==> src/rtl/mux_rr_arbiter.sv <==
// Round-robin owner arbiter for a shared 4:1 enable-gated mux line.
// Ownership is bounded by MAX_HOLD cycles, and a one-cycle idle gap separates successive owners.
module mux_rr_arbiter #(
    parameter int MAX_HOLD = 8,
    parameter int CW       = 8
) (
    input  logic       clk,
    input  logic       rst_n,
    input  logic [3:0] req,
    output logic [3:0] grant,
    output logic [1:0] mux_sel,
    output logic       mux_en,
    output logic       busy,
    output logic       preempt
);

    typedef enum logic [1:0] {IDLE, GRANT, GAP} state_t;

    state_t        state_reg;
    logic [1:0]    owner_reg;
    logic [1:0]    last_owner_reg;
    logic [CW-1:0] hold_cnt_reg;
    logic [3:0]    grant_reg;
    logic [1:0]    mux_sel_reg;
    logic          mux_en_reg;
    logic          busy_reg;
    logic          preempt_reg;

    logic [3:0]    rot_req;
    logic [1:0]    win_off;
    logic [1:0]    winner;
    logic [1:0]    winner_sel;
    logic          timeout;

    // rot_req[0] is the requester immediately after the last owner, so it has top priority.
    genvar gi;
    generate
        for (gi = 0; gi < 4; gi++) begin : g_rot
            assign rot_req[gi] = req[last_owner_reg + 2'(gi + 1)];
        end
    endgenerate

    always_comb begin
        win_off = 2'd0;
        for (int i = 3; i >= 0; i--) begin
            if (rot_req[i]) win_off = 2'(i);
        end
        winner = last_owner_reg + win_off + 2'd1;
        case (winner)
            2'd0:    winner_sel = 2'b10;
            2'd1:    winner_sel = 2'b11;
            2'd2:    winner_sel = 2'b01;
            default: winner_sel = 2'b00;
        endcase
    end

    assign timeout = (hold_cnt_reg == CW'(MAX_HOLD - 1));

    always_ff @(posedge clk) begin
        if (!rst_n) begin
            state_reg      <= IDLE;
            owner_reg      <= 2'd0;
            last_owner_reg <= 2'd3;
            hold_cnt_reg   <= '0;
            grant_reg      <= 4'b0000;
            mux_sel_reg    <= 2'b00;
            mux_en_reg     <= 1'b0;
            busy_reg       <= 1'b0;
            preempt_reg    <= 1'b0;
        end else begin
            preempt_reg <= 1'b0;
            case (state_reg)
                IDLE, GAP: begin
                    if (|req) begin
                        state_reg    <= GRANT;
                        owner_reg    <= winner;
                        grant_reg    <= 4'b0001 << winner;
                        mux_sel_reg  <= winner_sel;
                        mux_en_reg   <= 1'b1;
                        busy_reg     <= 1'b1;
                        hold_cnt_reg <= '0;
                    end else begin
                        state_reg <= IDLE;
                        busy_reg  <= 1'b0;
                    end
                end
                GRANT: begin
                    if (!req[owner_reg] || timeout) begin
                        state_reg      <= GAP;
                        grant_reg      <= 4'b0000;
                        mux_en_reg     <= 1'b0;
                        preempt_reg    <= timeout && req[owner_reg];
                        last_owner_reg <= owner_reg;
                        hold_cnt_reg   <= '0;
                    end else begin
                        hold_cnt_reg <= hold_cnt_reg + 1'b1;
                    end
                end
                default: begin
                    state_reg  <= IDLE;
                    grant_reg  <= 4'b0000;
                    mux_en_reg <= 1'b0;
                    busy_reg   <= 1'b0;
                end
            endcase
        end
    end

    assign grant   = grant_reg;
    assign mux_sel = mux_sel_reg;
    assign mux_en  = mux_en_reg;
    assign busy    = busy_reg;
    assign preempt = preempt_reg;

endmodule

==> config.mk <==
export PLATFORM = sky130hd
export DESIGN_NAME = mux_rr_arbiter
export DESIGN_NICKNAME = d
export VERILOG_FILES = /design/src/rtl/mux_rr_arbiter.sv
export SDC_FILE = /design/constraint.sdc
export NUM_CORES = 1
export LEC_CHECK = 0
export ABC_AREA = 1
export BUFFER_PORTS_ARGS = -buffer_cell sky130_fd_sc_hd__buf_2
export CORE_MARGIN = 2
export CORE_UTILIZATION = 30
export CTS_CLUSTER_DIAMETER = 30
export DETAILED_ROUTE_END_ITERATION = 8
export PLACE_DENSITY = 0.5
export SETUP_SLACK_MARGIN = 0.02
export SYNTH_ARGS = -nofsm -noshare
export SYNTH_HDL_FRONTEND = slang
export SYNTH_SLANG_ARGS = --single-unit
==> constraint.sdc <==
create_clock -name clk -period 6.1 [get_ports clk]
set_input_delay 1.22 -clock clk [delete_from_list [all_inputs] [get_ports clk]]
set_output_delay 1.22 -clock clk [all_outputs]
set_load 0.01 [all_outputs]
After elaboration in Yosys (flattened, before gate mapping)
Cells that the tools add are included.
Operators by class
  add/sub/neg operators: 6
  order comparisons: 5
  shift operators: 1
  reduce and logical (&&, ||, !) cells: 13
  mux-type cells: 29
  eq/ne operators: 7
Operators by type and width (count)
  two-way mux 8 bit: 2
  one-hot mux 8 bit (2 select lines): 1
  less-than comparator 2 x 3 -> 1 bit, second input constant: 5
  binary-select mux 1 bit (select 2 bit): 5
  two-way mux 2 bit: 5
  two-way mux 1 bit: 9
  adder 8 x 1 -> 8 bit, second input constant: 1
  == test 8 x 3 -> 1 bit, second input constant: 1
  two-way mux 4 bit: 2
  one-hot mux 4 bit (2 select lines): 1
  AND reduction 2 bit: 4
  one-hot mux 2 bit (3 select lines): 1
  adder 2 x 1 -> 2 bit, second input constant: 2
  adder 2 bit, second input constant: 2
  == test 2 x 1 -> 1 bit, second input constant: 2
  == test 2 bit, second input constant: 2
  logical NOT 2 bit: 2
  inequality test 2 bit, second input constant: 2
  one-hot mux 1 bit (2 select lines): 2
  one-hot mux 2 bit (2 select lines): 1
  OR reduction 4 bit: 1
  << shifter 1 x 2 -> 4 bit, first input constant: 1
  AND reduction 3 bit: 1
  adder 2 bit: 1
  5 further kinds: 5
Word-level totals
  bits in registers: 23
  output and inout bits: 9

Longest topological paths before layout
  word-level depth: 11
  mapped depth: 18
  gate-level depth less buffers: 17

Worst setup path after synthesis
No wires, ideal clock.
  path kind: input port to flip-flop
  from: input port req[1]
  to: register mux_sel_reg[0], in the netlist mux_sel[0]
  path buffers: 0
  cell stages on the path: 15
  required time: 5984 ps
  arrival time: 2727 ps
  path slack: 3257 ps
  path through: inv_1 > nand2_1 > nand2_1 > nand2_1 > a21oi_1 > o21bai_1 > ha_1 > xor2_1 > inv_1 > nand3_1 > nand2_2 > inv_1 > ha_1 > o21ai_0 > nor2_1
On the way
  word-level cells in the longest chain between the ends: 10
  elaborated cells on any way between the ends: 20
Ends and longest elaborated chain
  from (decl): RTL line 9  | input logic [3:0] req,
  binary-select mux 1 bit (select 2 bit): RTL line 39  | assign rot_req[gi] = req[last_owner_reg + 2'(gi + 1)];
  two-way mux 1 bit (not written as such): RTL line 39
  two-way mux 2 bit (3 in a row): RTL line 46  | if (rot_req[i]) win_off = 2'(i);
  two-way mux 2 bit (*): RTL line 46
  adder 2 bit (*): RTL line 48  | winner = last_owner_reg + win_off + 2'd1;
  adder 2 x 1 -> 2 bit (*): RTL line 48
  net winner[1]: RTL line 31  | logic [1:0] winner;
  == test 2 bit (tied with other cells): RTL line 49  | case (winner)
  one-hot mux 2 bit (3 select lines) (*): RTL line 49
  net winner_sel[0]: RTL line 32  | logic [1:0] winner_sel;
  to (signal assigned): RTL line 78  | mux_sel_reg <= winner_sel;
  to (decl): RTL line 24  | logic [1:0] mux_sel_reg;
The timed path passes the listed nets; every way through them passes the cells marked *. The select of a mux whose other input is x is not followed.
A chain may end at the register's enable or synchronous reset.

Worst setup path in the final report
  from: input port req[3]
  to: register mux_sel_reg[0], in the netlist mux_sel[0]
The elaborated chain is that of the path after synthesis.

==> results.json <==
{
  "status": "complete, no violations",
  "rrSetupSlack_ns": 3.68,
  "fp.dieW_microns": 71.05,
  "hold_viol": 0,
  "viasPerCell": 4.506,
  "synthSimpleGateAreaFrac": 0.3544,
  "finalCritPeriodShare": 0.4783,
  "stdcell_area_sq_mm": 0.001484,
  "synthFlopType": "dfxtp_1",
  "drv_slew": 0,
  "grt_max_degree": 14,
  "synth.top_cell.area_share": 0.3414,
  "placed_area_sq_mm": 0.001438,
  "htreeDepth": 1,
  "dp_hpwl_microns": 2083,
  "synthToLayoutAreaGrowth_pct": 10.02,
  "rsz0062_at_grt": "false",
  "grt_pass1_vias": 1111,
  "worst_pin_slew_ns": 0.4560,
  "core-area_sq_mm": 0.004354,
  "antenna_cells": 0,
  "syn_inst": 199,
  "drive_gt1_frac": 0.1706,
  "ys_top_cells_by_area": "dfxtp_1, nand2_1, a21oi_1",
  "synth_top_family_by_area": "simple AND/OR/NAND/NOR gates",
  "fin_cells": 263,
  "relSlewSlack": 0.6956,
  "synth-compound-area-share": 0.1271,
  "postSynthAreaPerCell_sq_um": 6.778,
  "numCtsBuffers": 3,
  "cts-resized-gates": 0,
  "grt_overflow_total": 0,
  "vias": 1185,
  "yosysMostFrequentCell": "nand2_1",
  "postRouteAntennaNets": 0,
  "antenna_found_initial": 0,
  "setup_slack_ns": 3.182,
  "initialDrtViolationCount": 26,
  "grt_pass1_wl_microns": 4795,
  "nFillCells": 476,
  "firstDrtPassIters": 4,
  "synth_xor_area_frac": 0.01948,
  "dieArea_sq_mm": 0.005048,
  "async_reset_ff_frac": 0,
  "cts.path.max_buffers": 2,
  "place_congestion": 0.7559,
  "fmax_ghz": 0.3427,
  "place_ws_ns": 2.922,
  "power.leakage_nw": 0.7166,
  "arrival_ns": 3.08,
  "yosysSeqAreaShare": 0.3414,
  "min_from": "grant[1]",
  "post-cts-setup-buffer-count": 0,
  "criticalPathCategory": "in -> reg",
  "ff2ff_path_depth": 16,
  "r2r-start": "last_owner_reg[0]",
  "peakVddDrop_mv": 0.1900,
  "netlist_top_cells_count": "nand2_1, dfxtp_1, a21oi_1, inv_1, nand3_1",
  "cts_sinks": 23,
  "num_rows": 24,
  "largest_reg_flops": 8,
  "synth-seq-cells": 23,
  "critPathCaptureType": "flop",
  "path_clk_slew_ns": 0.08,
  "final_nets": 224,
  "yosys_warnings": 0,
  "setup_tns_ns": 0,
  "clock_latency_ns": 0.26,
  "ios": 15,
  "syn_nets": 211,
  "maxCapViolCount": 0,
  "setup_viol": 0,
  "synth_area_sq_mm": 0.001349,
  "die_y_microns": 71.05,
  "finalWirelength_microns": 2785,
  "worstPathRequired_ns": 6.26,
  "cp_max_fo": 5,
  "crit_start": "req[3]",
  "synth_edf_count": 0,
  "place.port_buffers": 14,
  "cts_tree": "built",
  "synth_mux_area_frac": 0,
  "period_minus_slack_ns": 2.918,
  "r2r-end": "mux_sel[0]",
  "grtUsageTotal": 0.1155,
  "cts_hold_buf": 0,
  "crit_path_end": "mux_sel[0]",
  "cp-start-kind": "input pin",
  "fin_skew_ns": 0.004324,
  "wl_per_cell_microns": 10.59,
  "synth_top_area_cell": "dfxtp_1",
  "yosysUniqueCellTypes": 31,
  "drc": 0,
  "p_total_uw": 469.3,
  "hold_class": "reg -> reg",
  "cts_root_buf": "clkbuf_8",
  "synth_fa_ha_area_frac": 0.05566,
  "start_util": 0.3098,
  "p_per_area_mw_per_mm2": 316.3,
  "dp_cells": 259
}
## area by class of cell
cell class | count | area, sq um | area share
Multi-Input combinational cell | 147 | 750.7 | 0.5059
Sequential cell | 23 | 460.4 | 0.3103
Clock buffer | 3 | 41.29 | 0.02782
Tap cell | 52 | 65.06 | 0.04384
Clock inverter | 1 | 5.005 | 0.003373
Inverter | 23 | 91.34 | 0.06155
Timing Repair Buffer | 14 | 70.07 | 0.04722
## worst min-delay path by stage
stage / slack (ns) / cells after the start / end
after floorplan: 0.46 / 2 / hold_cnt_reg[0]
after global placement: 0.45 / 2 / grant[1]
after detailed placement: 0.45 / 2 / grant[0]
after CTS: 0.46 / 2 / grant[0]
after global routing: 0.49 / 2 / busy
final: 0.46 / 2 / grant[1]
## critical path, stage by stage
cell	delay [ns]
buf_2	0.11
inv_1	0.12
nand2_1	0.09
nand2_1	0.08
nand2_1	0.05
nand2_1	0.09
a21oi_1	0.04
o21bai_1	0.13
ha_1	0.18
xor2_1	0.20
inv_1	0.06
nand3_1	0.09
nand2_2	0.09
inv_1	0.09
ha_1	0.23
o21ai_0	0.17
nor2_1	0.06
## through the flow
step           utilization  hold slack [ns]
2_1_floorplan            -           0.4560
3_3_place_gp        0.3302           0.4498
3_5_place_dp        0.3302           0.4499
4_1_cts             0.3408           0.4635
5_1_grt             0.3408           0.4875
6_report            0.3408           0.4620
## metal layers
layer | wire [microns] | global-route usage | vias to the layer above | share of wire
met5 | 0 | 0 | - | 0
met4 | 25 | 0.03774 | 0 | 0.0090
met3 | 57 | 0.01425 | 2 | 0.020
met2 | 1156 | 0.1869 | 8 | 0.42
met1 | 1544 | 0.1600 | 521 | 0.55
li1 | - | - | 654 | -
## power by group
part           total (mW)  internal, mW  switching (mW)
registers           0.193         0.173          0.0201
clock network      0.0949        0.0455          0.0494
logic               0.182        0.0672           0.115
total               0.469         0.285           0.184
## cells by family after synthesis
group           count (synthesis)
compound gates                 32
simple gates                  106
flops                          23
buf+inv                        29
fa+ha+maj                       6
xor+xnor                        3
## layout by cell type, fill, tap and decap left out, types with 2 or more instances in the layout
master	count
buf_2	14
o21ai_0	5
dfxtp_1	23
nor2_2	2
clkbuf_8	3
o21ai_1	5
a21oi_1	18
inv_2	4
nand2_1	65
nand3_1	12
xor2_1	2
nand2_2	7
nor2_1	10
ha_1	6
nor3_1	3
inv_1	18
Power figures use the tool's default switching activity.
